## src/rtl/icon_pkg.sv

```systemverilog
// Shared geometry, key colour and state encoding for the icon overlay path.
// Pure declarations, no logic.
// Optional ICON_TRANSPARENT_EN build uses KEY_COLOR as the see-through pixel.
package icon_pkg;

  localparam int ICON_W         = 80;
  localparam int ICON_H         = 80;
  localparam int ICON_PIXELS    = 6400;
  localparam int WORDS_PER_ICON = 3200;
  localparam int H_ACT          = 640;
  localparam int V_ACT          = 480;

  localparam logic [23:0] KEY_COLOR = 24'h000000;

  typedef enum logic {
    IDLE = 1'b0,
    DRAW = 1'b1
  } state_t;

endpackage

```

## src/rtl/icon_delay_line.sv

```systemverilog
// Fixed-depth shift register used to align side-band data with the ROM lookup.
// Latency: DEPTH cycles; one word in and one word out every clock.
// No backpressure: the line advances unconditionally and is cleared by rst.
module icon_delay_line #(
  parameter int WIDTH = 1,
  parameter int DEPTH = 1
) (
  input  logic             clk,
  input  logic             rst,
  input  logic [WIDTH-1:0] din,
  output logic [WIDTH-1:0] dout
);

  logic [WIDTH-1:0] stage [DEPTH];

  // Shift every stage by one each clock; reset flushes the whole line.
  always_ff @(posedge clk or posedge rst) begin
    if (rst) begin
      for (int i = 0; i < DEPTH; i++) stage[i] <= '0;
    end else begin
      stage[0] <= din;
      for (int i = 1; i < DEPTH; i++) stage[i] <= stage[i-1];
    end
  end

  assign dout = stage[DEPTH-1];

endmodule

```

## src/rtl/icon_overlay_ctrl.sv

```systemverilog
// Maps raster position to icon number/pixel address and composites icon over background.
// Latency: ROM_LAT+2 cycles from iRequest to oValid, one pixel per clock.
// No backpressure; ICON_TRANSPARENT_EN makes KEY_COLOR icon pixels show the background.
module icon_overlay_ctrl
  import icon_pkg::*;
#(
  parameter int ROM_LAT   = 1,
  parameter int NUM_ICONS = 10
) (
  input  logic        iCLK,
  input  logic        iRST,
  input  logic        iRequest,
  input  logic [9:0]  iVGA_X,
  input  logic [9:0]  iVGA_Y,
  input  logic [7:0]  iRed,
  input  logic [7:0]  iGreen,
  input  logic [7:0]  iBlue,
  input  logic        iLoad,
  input  logic        iEnable,
  input  logic [9:0]  iPos_X,
  input  logic [9:0]  iPos_Y,
  input  logic [3:0]  iNumber,
  output logic [3:0]  oNumber,
  output logic [12:0] oAddress,
  input  logic [7:0]  iIconRed,
  input  logic [7:0]  iIconGreen,
  input  logic [7:0]  iIconBlue,
  output logic [7:0]  oRed,
  output logic [7:0]  oGreen,
  output logic [7:0]  oBlue,
  output logic        oValid,
  output logic        oActive
);

  localparam int          DLY      = 1 + ROM_LAT;
  localparam logic [12:0] ROW_STEP = 13'(ICON_W);
  localparam logic [12:0] ROW_MAX  = 13'(ICON_PIXELS - ICON_W);
  localparam logic [10:0] W_SPAN   = 11'(ICON_W - 1);
  localparam logic [10:0] H_SPAN   = 11'(ICON_H - 1);
  localparam logic [9:0]  X_LAST   = 10'(H_ACT - 1);
  localparam logic [4:0]  NUM_LIM  = 5'(NUM_ICONS);

  // shadow (written by iLoad) and live (used for drawing) register sets
  logic        sh_en;
  logic [9:0]  sh_px, sh_py;
  logic [3:0]  sh_num;
  state_t      state;
  logic [9:0]  lv_px, lv_py;
  logic [3:0]  lv_num;
  logic [12:0] row_base;

  // At frame start the shadow values take effect for that very pixel, so the
  // window test looks through to the shadow set in that cycle.
  logic        frame_start;
  state_t      cur_state;
  logic [9:0]  cur_px, cur_py;
  logic [3:0]  cur_num;
  logic [12:0] cur_row_base;
  logic        in_cols, in_rows, in_win, row_end;
  logic [6:0]  col;

  assign frame_start  = iRequest && (iVGA_X == 10'd0) && (iVGA_Y == 10'd0);
  assign cur_state    = frame_start ? (sh_en ? DRAW : IDLE) : state;
  assign cur_px       = frame_start ? sh_px  : lv_px;
  assign cur_py       = frame_start ? sh_py  : lv_py;
  assign cur_num      = frame_start ? sh_num : lv_num;
  assign cur_row_base = frame_start ? 13'd0  : row_base;

  // 11-bit compares so pos+79 never wraps past 1023
  assign in_cols = ({1'b0, iVGA_X} >= {1'b0, cur_px}) && ({1'b0, iVGA_X} <= {1'b0, cur_px} + W_SPAN);
  assign in_rows = ({1'b0, iVGA_Y} >= {1'b0, cur_py}) && ({1'b0, iVGA_Y} <= {1'b0, cur_py} + H_SPAN);
  assign in_win  = (cur_state == DRAW) && iRequest && in_cols && in_rows;
  assign row_end = iRequest && (iVGA_X == X_LAST) && in_rows;
  // only the low 7 bits of x - pos_x matter inside an 80-wide window
  assign col     = iVGA_X[6:0] - cur_px[6:0];

  // Capture shadow settings; out-of-range icon numbers are ignored.
  always_ff @(posedge iCLK or posedge iRST) begin
    if (iRST) begin
      sh_en  <= 1'b0;
      sh_px  <= '0;
      sh_py  <= '0;
      sh_num <= '0;
    end else if (iLoad) begin
      sh_en <= iEnable;
      sh_px <= iPos_X;
      sh_py <= iPos_Y;
      if ({1'b0, iNumber} < NUM_LIM) sh_num <= iNumber;
    end
  end

  // Promote shadow to live and choose the frame's state, only at frame start.
  always_ff @(posedge iCLK or posedge iRST) begin
    if (iRST) begin
      state  <= IDLE;
      lv_px  <= '0;
      lv_py  <= '0;
      lv_num <= '0;
    end else if (frame_start) begin
      state  <= sh_en ? DRAW : IDLE;
      lv_px  <= sh_px;
      lv_py  <= sh_py;
      lv_num <= sh_num;
    end
  end

  // Advance the row base at the end of each window row, even when clipped on the right.
  always_ff @(posedge iCLK or posedge iRST) begin
    if (iRST) begin
      row_base <= '0;
    end else if (frame_start) begin
      row_base <= '0;
    end else if (row_end && (row_base < ROW_MAX)) begin
      row_base <= row_base + ROW_STEP;
    end
  end

  // Lookup-stage request registers; the address holds outside the window.
  always_ff @(posedge iCLK or posedge iRST) begin
    if (iRST) begin
      oNumber  <= '0;
      oAddress <= '0;
    end else begin
      oNumber <= cur_num;
      if (in_win) oAddress <= cur_row_base + {6'd0, col};
    end
  end

  // Side-band delays matching the address register plus ROM latency
  logic        req_d, win_d;
  logic [23:0] bg_d;

  icon_delay_line #(.WIDTH(1), .DEPTH(DLY)) u_req_dly (
    .clk(iCLK), .rst(iRST), .din(iRequest), .dout(req_d)
  );
  icon_delay_line #(.WIDTH(1), .DEPTH(DLY)) u_win_dly (
    .clk(iCLK), .rst(iRST), .din(in_win), .dout(win_d)
  );
  icon_delay_line #(.WIDTH(24), .DEPTH(DLY)) u_bg_dly (
    .clk(iCLK), .rst(iRST), .din({iRed, iGreen, iBlue}), .dout(bg_d)
  );

  logic [23:0] icon_pix;
  logic        use_icon;
  assign icon_pix = {iIconRed, iIconGreen, iIconBlue};
`ifdef ICON_TRANSPARENT_EN
  assign use_icon = win_d && (icon_pix != KEY_COLOR);
`else
  assign use_icon = win_d;
`endif

  // Composite output; RGB holds across cycles without a request.
  always_ff @(posedge iCLK or posedge iRST) begin
    if (iRST) begin
      oValid <= 1'b0;
      {oRed, oGreen, oBlue} <= '0;
    end else begin
      oValid <= req_d;
      if (req_d) {oRed, oGreen, oBlue} <= use_icon ? icon_pix : bg_d;
    end
  end

  assign oActive = (state == DRAW);

endmodule

```

## config.mk

```make
export PLATFORM = sky130hd
export DESIGN_NAME = icon_overlay_ctrl
export DESIGN_NICKNAME = d
export VERILOG_FILES = /design/src/rtl/icon_pkg.sv /design/src/rtl/icon_delay_line.sv /design/src/rtl/icon_overlay_ctrl.sv
export SDC_FILE = /design/constraint.sdc
export NUM_CORES = 1
export LEC_CHECK = 0
export BUFFER_PORTS_ARGS = -buffer_cell sky130_fd_sc_hd__buf_2
export CAP_MARGIN = 40
export CORE_MARGIN = 3
export CORE_UTILIZATION = 56
export DETAILED_ROUTE_END_ITERATION = 8
export PLACE_DENSITY_LB_ADDON = 0.08
export SYNTH_ARGS = -nofsm -noshare
export SYNTH_HDL_FRONTEND = slang
export SYNTH_SLANG_ARGS = --single-unit
```

## constraint.sdc

```tcl
create_clock -name iCLK -period 4.9 [get_ports iCLK]
set_clock_uncertainty 0.05 [all_clocks]
set_input_delay 0.245 -clock iCLK [delete_from_list [all_inputs] [get_ports iCLK]]
set_output_delay 0.245 -clock iCLK [all_outputs]
set_load 0.01 [all_outputs]
```

### Word level (Yosys, flattened, before mapping)

Index checks and enable logic that the tools add are counted.

| cells by class | value |
|---|---|
| add/subtract/negate cells | 5 |
| multipliers | 0 |
| div/mod/pow operators | 0 |
| order comparisons | 6 |
| equal/unequal tests | 1 |
| shifts and indexed selects | 0 |
| mux-type cells | 8 |
| bitwise logic cells | 0 |
| reductions and logical operators | 14 |

Operators by type and width:

| operator | number |
|---|---|
| $mux 13 | 3 |
| $mux 24 | 1 |
| $add 10x7->11 const B | 2 |
| $le 10x11->1 | 2 |
| $ge 10x10->1 | 2 |
| $logic_not 10->1 | 2 |
| $mux 10 | 2 |
| $add 13x7->13 | 1 |
| $add 13x7->13 const B | 1 |
| $lt 13x13->1 const B | 1 |
| $eq 10x10->1 const B | 1 |
| $logic_and 1x1->1 | 10 |
| $sub 7x7->7 | 1 |
| $lt 4x4->1 const B | 1 |
| $mux 1 | 2 |
| $reduce_and 2->1 | 1 |
| $reduce_bool 2->1 | 1 |

| storage, ports and cells | value |
|---|---|
| bits in registers | 153 |
| latch bits | 0 |
| RAM bits | 0 |
| ROM bits | 0 |
| input port bits | 97 |
| output and inout port bits | 43 |
| word-level logic and storage cells | 54 |
| memories kept | 0 |

### Logic depth before layout (Yosys ltp)

Gate-level depths: netlist of the first run.

| logic depth | value |
|---|---|
| word-level depth | 11 |
| mapped depth | 20 |
| mapped depth without buffers | 19 |

### Hierarchy

From an unflattened synthesis of the first run, not the netlist that was laid out.

| second synthesis, totals | value |
|---|---|
| cell total of the unflattened synthesis | 653 |
| area, all modules | 7330.8 um^2 |

By module, submodules not included:

| module | times used | cells each | area each (um^2) | seq. area each (um^2) |
|---|---|---|---|---|
| icon_overlay_ctrl | 1 | 574 | 5838.1 | 2427.3 |
| icon_delay_line (u_bg_dly) | 1 | 73 | 1385.1 | 1201.2 |
| icon_delay_line (u_req_dly ...) | 2 | 3 | 53.8 | 50.0 |

### Worst setup path before layout of the first run

Ideal clock, no wire load.

| path | value |
|---|---|
| path kind | input port to flip-flop |
| start point | input iVGA_X[8] |
| end point | register oAddress[0] |
| library setup time | 0.125 ns |
| arrival | 4.329 ns |
| required time | 4.725 ns |
| setup slack | 0.396 ns |
| stages on the path | 20 |
| buffers on the path | 3 |
| path through | or3b_1 > nand4b_4 > or2_1 > buf_4 > mux2i_1 > ha_1 > a21oi_1 > mux2i_1 > nand2_1 > nand2_1 > xnor2_1 > ha_1 > a21o_1 > a21oi_1 > o31a_1 > o311ai_0 > or4_1 > buf_2 > buf_6 > mux2_4 |

| between the ends | value |
|---|---|
| cells in the longest elaborated chain, start to end | 9 |
| elaborated cells between the ends (all ways) | 20 |
| classes of those cells | add/sub (4); order compare (4); mux (4); reduce/logical (8) |

RTL lines:

| element | line | source |
|---|---|---|
| start: declaration | icon_overlay_ctrl.sv:13 | `input logic [9:0] iVGA_X,` |
| $logic_not 10->1 | icon_overlay_ctrl.sv:62 | `assign frame_start = iRequest && (iVGA_X == 10'd0) && (iVGA_Y == 10'd0);` |
| $logic_and 1x1->1 (2 in a row) | icon_overlay_ctrl.sv:62 |  |
| $mux 10 | - |  |
| $add 10x7->11 | icon_overlay_ctrl.sv:70 | `assign in_cols = ({1'b0, iVGA_X} >= {1'b0, cur_px}) && ({1'b0, iVGA_X} <= {1'b0, cur_px} + W_SPAN);` |
| $le 10x11->1 | icon_overlay_ctrl.sv:70 |  |
| $logic_and 1x1->1 | icon_overlay_ctrl.sv:70 |  |
| $logic_and 1x1->1 (2 in a row) | icon_overlay_ctrl.sv:72 | `assign in_win = (cur_state == DRAW) && iRequest && in_cols && in_rows;` |
| end signal: assignment | icon_overlay_ctrl.sv:125 | `if (in_win) oAddress <= cur_row_base + {6'd0, col};` |
| end: declaration | icon_overlay_ctrl.sv:24 | `output logic [12:0] oAddress,` |

Parallel ways exist; a longest one is shown, timed or not.
A chain may end at the register's enable or synchronous reset.

### Worst setup path after layout of the first run

| path | value |
|---|---|
| start point | input iRequest |
| end point | register oAddress[0] |

| between the ends | value |
|---|---|
| cells in the longest elaborated chain, start to end | 8 |
| elaborated cells between the ends (all ways) | 19 |
| classes of those cells | add/sub (4); order compare (4); mux (4); reduce/logical (7) |

RTL lines:

| element | line | source |
|---|---|---|
| start: declaration | icon_overlay_ctrl.sv:12 | `input logic iRequest,` |
| $logic_and 1x1->1 (2 in a row) | icon_overlay_ctrl.sv:62 |  |
| $mux 10 | - |  |
| $add 10x7->11 | icon_overlay_ctrl.sv:70 |  |
| $le 10x11->1 | icon_overlay_ctrl.sv:70 |  |
| $logic_and 1x1->1 | icon_overlay_ctrl.sv:70 |  |
| $logic_and 1x1->1 (2 in a row) | icon_overlay_ctrl.sv:72 |  |

Parallel ways exist; a longest one is shown, timed or not.

==> results.cfg, run 1 <==
[drt]
drcViolationCount = 0
vias = 5496
routedWlPerCell_um = 16.5
drt_iter0_markers = 331
firstDrtPassIters = 5
postRouteAntennaNets = 0
routed_via_density = 5.46
drt-total-wl_um = 16700

[synth]
ys_types = 62
synth_top_area_share = 0.516
synth_seq_area_share = 0.516
synthCells = 633
synth_area_leaders = dfrtp_1 (52%), ha_1 (7.8%), mux2i_1 (6.9%)
yosys_register_bits = 149
syn_nets = 776
synth_top_area_cell = dfrtp_1
synth_edf_count = 0
async_flop_share = 1.00
ys.flop_type = dfrtp_1
netlist_area_um2 = 7230
avgSynthCellArea_um2 = 11.4
ys_warn_count = 0

[die]
rows = 40
initial_utilization = 0.587
ios = 140
coreArea_um2 = 12300
die_w_um = 120
die_area_um2 = 14300
die_h_um = 120

[timing]
relSlewSlack = 0.450
fin_ws_ns = 0.225
fmax_mhz = 214
worst_pin_slew_ns = 0.825
fin_crit_sh = 0.954
hold_viol_final = 0
finalMaxSlewViolations = 0
rsz0062_at_grt = yes
tns_ns = 0
finalCriticalPeriod_ns = 4.68
setup_viol = 0

[placement]
gp_congestion = 0.939
post_dp_cell_area_um2 = 8160
place_worst_setup_slack_ns = 0.148
portBuffers = 139
dp_hpwl_um = 11700

[worst_setup_path]
regToRegSetupSlack_ns = 1.21
worstSetupPathType = in2reg
timing.rr.end = oAddress[0]
end_kind = flip-flop
ff2ff_path_depth = 15
cp-startpoint = iRequest
cp-start-kind = input port
crit_path_end = oAddress[0]
r2r-start = sh_py[6]
crit_fanout = 14
cp_data_required_time_ns = 5.16
arrival_ns = 4.93

[grt]
grt_overflow = 0
grt_pass1_wl_um = 27700
antenna_found_initial = 0
grt_usage = 0.241
grt_max_degree = 95
grt_pass1_vias = 5713

[run_status]
status = finished clean

[power_and_ir_drop]
power.density_nw_per_um2 = 318
cellLeakagePower_nw = 4.56
ir_drop_v = 0.000167
design_power_total_w = 0.00294

[cells_and_area]
most-common-layout-cells = dfrtp_1 (149), buf_2 (139), a21oi_1 (51)
diodes = 0
multi_input_area_um2 = 3320
regArea_um2 = 3730
nets = 970
final_common_cell = dfrtp_1
final_core_util = 0.750
syn_to_final_growth_pct = 27.7
final_area_um2 = 9230
drive_above_1_share = 0.291
fillers = 852

[worst_hold_path]
min-delay-path-class = in2reg
worstHoldStart = iPos_Y[0]

[clock_tree]
clk_latency_ns = 0.42
clk_pin_slew_ns = 0.06
cts_tree = yes
cts_buffers = 17
cts_sinks = 149
ctsHtreeMaxLevel = 4
cts_buffer_depth = 2
cts_root_buffer = clkbuf_16

[job]
cap_violations = 0
[worst max-delay path: stages]
cell           delay (ns)
dlygate4sd3_1        0.53
buf_2                0.14
or3b_1               0.38
nand4b_4             0.22
or2_4                0.34
mux2i_2              0.22
ha_2                 0.24
a21oi_1              0.09
mux2i_1              0.21
xor2_1               0.19
ha_1                 0.28
a211oi_1             0.22
nand2_1              0.11
a31oi_2              0.18
o31a_1               0.15
o311ai_0             0.14
or4_1                0.51
buf_6                0.19
mux2_4               0.31
[how the worst min path moves through the flow]
stage / end / cells after the start
5_1_grt: sh_py[7] / 2
3_5_place_dp: u_bg_dly.dout[1] / 0
2_1_floorplan: u_bg_dly.stage[24] / 0
3_3_place_gp: u_bg_dly.dout[19] / 0
6_report: sh_py[0] / 2
4_1_cts: sh_py[3] / 2
[layer usage]
layer,global-route usage,share of wire,vias up,wire (um)
met5,0,0,-,0
met4,0.0766,0.012,0,204
met3,0.0542,0.054,16,892
met2,0.406,0.49,162,8210
met1,0.313,0.44,2677,7350
li1,-,-,2641,-
[where the power goes]
| group | total, W | switching (W) | internal (W) |
|---|---|---|---|
| registers | 0.00133 | 0.0000350 | 0.00129 |
| logic | 0.000269 | 0.000140 | 0.000128 |
| clock network | 0.00134 | 0.000515 | 0.000829 |
[metrics by stage]
step	hold WS, ns	instances
after floorplan	0.226	633
after global placement	0.282	933
after detailed placement	0.285	933
after CTS	0.000432	1004
after global routing	0.00189	1007
final	0.0137	1007
[logic make-up (layout without fill, tap and decap cells)]
kind of cell,count (synthesis),after routing,synth area share
other,1,1,0.000519
XOR/XNOR,26,26,0.0315
adder cells (fa/ha/maj),46,46,0.0807
AO/OA/AOI/OAI,112,112,0.0966
multiplexers,88,88,0.133
flip-flops,149,149,0.516
buffers and inverters,54,260,0.0300
AND/OR/NAND/NOR,157,157,0.112
[layout make-up]
cell class	count	share of cell area
clock buffers	21	0.0499
clock inverters	10	0.0157
inverters	31	0.0132
multi-input cells	430	0.359
flip-flops and latches	149	0.404
well taps	168	0.0228
repair buffers	198	0.135
[sequential cells by signal, summed over array words and instances, names as in the netlist, 9 cells and up]
| register | count |
|---|---|
| u_bg_dly.dout | 24 |
| lv_py | 10 |
| oAddress | 13 |
| u_bg_dly.stage | 24 |
| sh_py | 10 |
| sh_px | 10 |
| lv_px | 10 |
| row_base | 9 |
[Yosys cell counts (5+ instances only)]
library cell and number:
nand4_1 5, mux2_2 29, nand3_1 14, or3_1 7
mux2_4 9, nor3_1 7, dfrtp_1 149, inv_1 31
xor2_1 10, nor2_1 41, nand2_1 43, a31oi_1 7
o21ai_0 13, mux2i_1 50, or4_1 6, a21o_1 5
a21oi_1 51, clkbuf_1 16, xnor2_1 16, ha_1 45
[repair_timing]
action	in CTS	in global routing
endpoints found under the hold margin	132	2
hold buffers	40	2
endpoints found under the setup margin	0	21
resized for setup	0	11
buffers inserted	0	1
(Power assumes the default switching activity.)
==> inputs of run 2 (changes only) <==
- ABC_AREA: unset -> 1
==> run 2 against run 1 <==
  * Utilization fell by 3.2 points
  * Sequential power barely moved
  * Wire length rose by 0.61%
  * Highest routed layer unchanged
  * Synthesized area rose by 1.3%
  * Non-clock buffer count fell by 16
  * Worst setup slack improved by 0.41 ns
  * Global-route usage fell by 0.087 points
==> results.cfg, run 2 <==
[run_status]
status = finished clean

[clock_tree]
cts_root_buffer = clkbuf_16
cts_tree = yes
ctsHtreeMaxLevel = 4
cts-resized-gates = 0
clk_pin_slew_ns = 0.06
cts_sinks = 149
cts_setup_buffers = 0
cts_buffer_depth = 2
cts_hold_buf = 39
clk_latency_ns = 0.41
cts_buffers = 17

[power_and_ir_drop]
power.density_nw_per_um2 = 305
p_sw_w = 0.000693
p_comb_frac = 0.091
power.internal_w = 0.00209
design_power_total_w = 0.00278
pwr-share-seq = 0.471
ir_drop_v = 0.000169
cellLeakagePower_nw = 4.78
clockPowerShare = 0.438
switching_share = 0.249

[placement]
dp_hpwl_um = 12100
portBuffers = 139
gp_congestion = 0.934

[worst_setup_path]
cp_data_required_time_ns = 5.15
cpMaxStageDelayCell = dlygate4sd3_1
crit_top_cell = nand2_1
crit_family = simple AND/OR/NAND/NOR gates
arrival_ns = 4.52
regToRegSetupSlack_ns = 1.54
cp-startpoint = iRequest
max_stage_delay_ns = 0.53
ff2ff_path_depth = 16
critPathBufInv = 4
crit_fanout = 15
r2r-start = sh_px[1]
crit_path_end = oAddress[12]
crit_chain = dlygate4sd3_1 -> buf_2 -> inv_1 -> nor2_1 -> nand2_2 -> nor2_8 -> nand3_4 -> nand2_1 -> o21a_1 -> ha_1 -> inv_1 -> o21ai_0 -> a21oi_1 -> xor2_1 -> ha_1 -> nand4_1 -> nor4_1 -> nor2_1 -> nand3_2 -> nand4_2 -> nand2_1 -> nand2_1
worstSetupPathType = in2reg
worst-path-stages = 22
cp-start-kind = input port
timing.rr.end = oAddress[12]
end_kind = flip-flop

[timing]
finalMaxSlewViolations = 0
rsz0062_at_grt = no
worst_pin_slew_ns = 0.785
finalCriticalPeriod_ns = 4.27
hold_viol_final = 0
relSlewSlack = 0.477
tns_ns = 0
fin_crit_sh = 0.871
setup_viol = 0
fmax_mhz = 234

[synth]
yosysMostFrequentCell = nand2_1
synth_seq_area_share = 0.509
synth_top_area_cell = dfrtp_1
syn_nets = 958
synth_area_leaders = dfrtp_1 (51%), nand2_1 (11%), ha_1 (7.7%)
synth_common_cells = nand2_1 (221), dfrtp_1 (149), inv_1 (85)
avgSynthCellArea_um2 = 8.98
yosys_register_bits = 149
synthCells = 815
ys_types = 42
netlist_area_um2 = 7320
ys_warn_count = 0
async_flop_share = 1.00
synth_top_area_share = 0.509
ys.flop_type = dfrtp_1
synth_edf_count = 0

[drt]
drcViolationCount = 0
drt-total-wl_um = 16800
routedWlPerCell_um = 14.2
vias = 6051
drt_iter0_markers = 415
routed_via_density = 5.13
postRouteAntennaNets = 0
firstDrtPassIters = 6

[cells_and_area]
final_common_cell = nand2_1
drive_above_1_share = 0.223
nets = 1137
diodes = 0
syn_to_final_growth_pct = 24.7
fillers = 976
most-common-layout-cells = nand2_1 (221), dfrtp_1 (149), buf_2 (139)

[grt]
grt_usage = 0.241
grt_overflow = 0
grt_pass1_vias = 6037
grt_max_degree = 85
antenna_found_initial = 0
grt_pass1_wl_um = 27900

[die]
die_area_um2 = 14500
initial_utilization = 0.576
coreArea_um2 = 12700
die_w_um = 120
ios = 140
die_h_um = 120
rows = 41

[job]
cap_violations = 0

[worst_hold_path]
min-delay-path-class = in2reg
whs_path_depth = 3
==> run 2: cell types whose count changed after synthesis, moves of 9 or more <==
cell	delta
nor2_1	+22
nand2_2	+17
o21ai_0	+18
mux2_2	-21
xnor2_1	-12
a21oi_1	-26
nand4_1	+16
o21ai_1	+13
nand2_1	+178
mux2_4	-9
inv_1	+54
mux2i_1	-50
a31oi_1	+22
xor2_1	+13
==> run 2: worst min-delay path by stage <==
stage	start	to	slack, ns
after global routing	iPos_X[0]	sh_px[0]	0.007
after global placement	u_win_dly.stage[1]	u_win_dly.dout	0.28
final	iPos_X[9]	sh_px[9]	0.01
after floorplan	iBlue[0]	u_bg_dly.stage[24]	0.23
after detailed placement	iRST	oAddress[8]	0.19
after CTS	iPos_X[0]	sh_px[0]	0.001
==> run 2: cell type report <==
cell class | instances | area (um^2) | share of cell area
flip-flops and latches | 149 | 3730 | 0.408
clock buffers | 19 | 453 | 0.0496
repair buffers | 182 | 1140 | 0.124
well taps | 172 | 215 | 0.0236
clock inverters | 13 | 111 | 0.0122
multi-input cells | 553 | 3140 | 0.344
inverters | 91 | 347 | 0.0380
==> run 2: power groups by stage <==
stage	Clock, W	Combinational, W	Sequential (W)
4_1_cts	0.00124	0.000253	0.00131
2_1_floorplan	0	0.000117	0.00134
5_1_grt	0.00129	0.000284	0.00132
3_5_place_dp	0	0.000227	0.00133
3_3_place_gp	0	0.000216	0.00133
6_report	0.00122	0.000252	0.00131
==> run 2: through the flow <==
step	setup slack (ns)	cells	cell area, um^2	util	hold WS, ns
after detailed placement	0.826	1108	8180	0.643	0.191
after global placement	0.916	1107	8150	0.641	0.281
after CTS	0.693	1179	9130	0.718	0.00115
final	0.631	1179	9130	0.718	0.0108
after floorplan	0.597	815	7320	-	0.226
after global routing	0.271	1179	9130	0.718	0.00726
==> run 2: per-layer routing <==
metal  GRT usage  wire [um]  up-vias
met5           0          0        -
met4      0.0871        296        0
met3      0.0477        897       26
met2       0.398       8140      191
met1       0.317       7430     2840
li1            -          -     2994
==> run 2: logic make-up (layout without fill, tap and decap cells) <==
family / after synthesis / after routing / synth area share
AND/OR/NAND/NOR: 363 / 363 / 0.222
flip-flops: 149 / 149 / 0.509
buffers and inverters: 113 / 305 / 0.0619
AO/OA/AOI/OAI: 108 / 108 / 0.0820
adder cells (fa/ha/maj): 46 / 46 / 0.0796
XOR/XNOR: 27 / 27 / 0.0323
multiplexers: 8 / 8 / 0.0123
other: 1 / 1 / 0.000512
==> run 2: tightest hold or removal path, cell delays in order <==
cell and delay (ns):
buf_2 0.08, nand2_1 0.04, o21ai_0 0.06
==> inputs of run 3 (changes only) <==
- clock period: 4.9 -> 4.4 ns (I/O delays scaled with it)
==> run 3 against run 2 <==
  * Register-to-register slack worse by 0.44 ns
  * Sequential power increased by 11%
  * Worst setup slack lost 0.25 ns
  * Combinational power grew 16%
  * First-iteration DRC count down 10%
  * Worst hold slack about the same
  * Via count is 0.74% higher
  * Critical path depth is the same
  * Global-route usage up 1.2 points
  * Clock power rose by 19%
  * Final cell count grew 1.5%
  * Total power rose by 15%
  * Critical endpoint is now oAddress[1]
  * Highest routed layer unchanged
==> results.cfg, run 3 (synthesis results as in run 2) <==
[die]
ios = 140
die_w_um = 120
rows = 41
die_area_um2 = 14500
initial_utilization = 0.576
die_h_um = 120
coreArea_um2 = 12700

[timing]
fin_crit_sh = 0.912
relSlewSlack = 0.469
worst_pin_slew_ns = 0.796
fmax_mhz = 249
finalCriticalPeriod_ns = 4.01
setup_viol = 0
hold_viol_final = 0
finalMaxSlewViolations = 0
tns_ns = 0
rsz0062_at_grt = no

[clock_tree]
clk_latency_ns = 0.41
cts_buffers = 17
clk_pin_slew_ns = 0.06
cts_tree = yes
cts_sinks = 149
ctsHtreeMaxLevel = 4
cts_buffer_depth = 2
cts_root_buffer = clkbuf_16

[cells_and_area]
final_area_um2 = 9340
syn_to_final_growth_pct = 27.6
final_common_cell = nand2_1
diodes = 0
nets = 1155
final_core_util = 0.734
most-common-layout-cells = nand2_1 (221), dfrtp_1 (149), buf_2 (139)
drive_above_1_share = 0.225

[drt]
drt_iter0_markers = 373
postRouteAntennaNets = 0
routedWlPerCell_um = 14.6
firstDrtPassIters = 5
routed_via_density = 5.09
drcViolationCount = 0
drt-total-wl_um = 17400
vias = 6096

[worst_setup_path]
cpMaxStageDelayCell = dlygate4sd3_1
crit_chain = dlygate4sd3_1 -> buf_2 -> inv_1 -> nor2_1 -> nand2_2 -> nor2_8 -> nand3_4 -> nand2_1 -> o21a_1 -> ha_1 -> inv_1 -> o21ai_0 -> a21oi_1 -> xor2_1 -> ha_1 -> nand4_1 -> nor4_1 -> nor2_1 -> nand3_2 -> nand4_2 -> nand2_1 -> nand2_1
arrival_ns = 4.27
end_kind = flip-flop
worstSetupPathType = in2reg
r2r-start = sh_px[0]
cp-startpoint = iRequest
crit_fanout = 13
max_stage_delay_ns = 0.52
crit_top_cell = nand2_1
cp-start-kind = input port
cp_data_required_time_ns = 4.65

[grt]
antenna_found_initial = 0
grt_max_degree = 67
grt_pass1_vias = 6213
grt_usage = 0.252
grt_pass1_wl_um = 29000
grt_overflow = 0

[power_and_ir_drop]
ir_drop_v = 0.000218
power.density_nw_per_um2 = 343
cellLeakagePower_nw = 4.90

[job]
cap_violations = 0

[placement]
dp_hpwl_um = 12000
post_dp_cell_area_um2 = 8180
portBuffers = 139
gp_congestion = 0.932

[run_status]
status = finished clean

[worst_hold_path]
worstHoldStart = iNumber[1]
min-delay-path-class = in2reg
run 3: cell count changes in the layout (fill, tap and decap cells not counted), sizes merged:
| cell | delta |
|---|---|
| buf | +5 |
| bufinv | +2 |
| clkinv | +7 |
| clkinvlp | -5 |
| dlygate4sd3 | +13 |
| inv | -4 |
run 3: path summary, 6_finish.rpt:
check / end / slack, ns / cells past startpoint
min: sh_num[1] / 0.01 / 2
max: oAddress[1] / 0.39 / 22
min reg2reg: u_bg_dly.dout[9] / 0.29 / 0
max reg2reg: oAddress[1] / 1.10 / 15
max in group asynchronous: u_req_dly.dout / 3.00 / 5
min in group asynchronous: oAddress[5] / 0.31 / 3
run 3: metrics by stage:
step / power (W) / cells / hold slack [ns] / worst slack [ns]
3_3_place_gp: 0.00172 / 1108 / 0.277 / 0.472
2_1_floorplan: 0.00162 / 815 / 0.201 / 0.122
6_report: 0.00320 / 1197 / 0.0111 / 0.386
5_1_grt: 0.00333 / 1197 / 0.00536 / 0.0454
3_5_place_dp: 0.00174 / 1109 / 0.204 / 0.386
4_1_cts: 0.00322 / 1193 / 0.00148 / 0.280
run 3: metal layers:
metal / GRT usage / vias up / part of all wire / routed length (um)
li1: - / 3030 / - / -
met5: 0 / - / 0 / 0
met1: 0.323 / 2840 / 0.44 / 7660
met2: 0.426 / 194 / 0.49 / 8490
met3: 0.0575 / 32 / 0.053 / 925
met4: 0.0843 / 0 / 0.021 / 365
run 3: final cells by class:
type	instances	area, um^2
flip-flops and latches	149	3730
clock buffers	19	453
repair buffers	200	1310
fillers	958	3380
well taps	172	215
inverters	91	347
multi-input cells	553	3140
clock inverters	13	146
run 3: report_power, final:
group / internal [W] / leakage (nW) / total (W) / switching [W]
Sequential: 0.00144 / 1.78 / 0.00146 / 0.0000251
Combinational: 0.000133 / 2.82 / 0.000292 / 0.000159
Clock: 0.000872 / 0.296 / 0.00145 / 0.000575
Total: 0.00244 / 4.90 / 0.00320 / 0.000759
run 3: what timing repair did:
action | 4_1_cts | 5_1_grt
endpoints found under the setup margin | 0 | 13
endpoints found under the hold margin | 87 | 0
hold buffers | 52 | 0
buffers inserted | 0 | 4
gates resized for setup | 0 | 2
run 3: worst max-delay path: cells and delay by family:
| kind | cells | cell delay, ns |
|---|---|---|
| simple gates | 12 | 1.86 |
| xor+xnor | 1 | 0.17 |
| fa+ha+maj | 2 | 0.54 |
| buf+inv | 4 | 0.84 |
| compound gates | 3 | 0.63 |
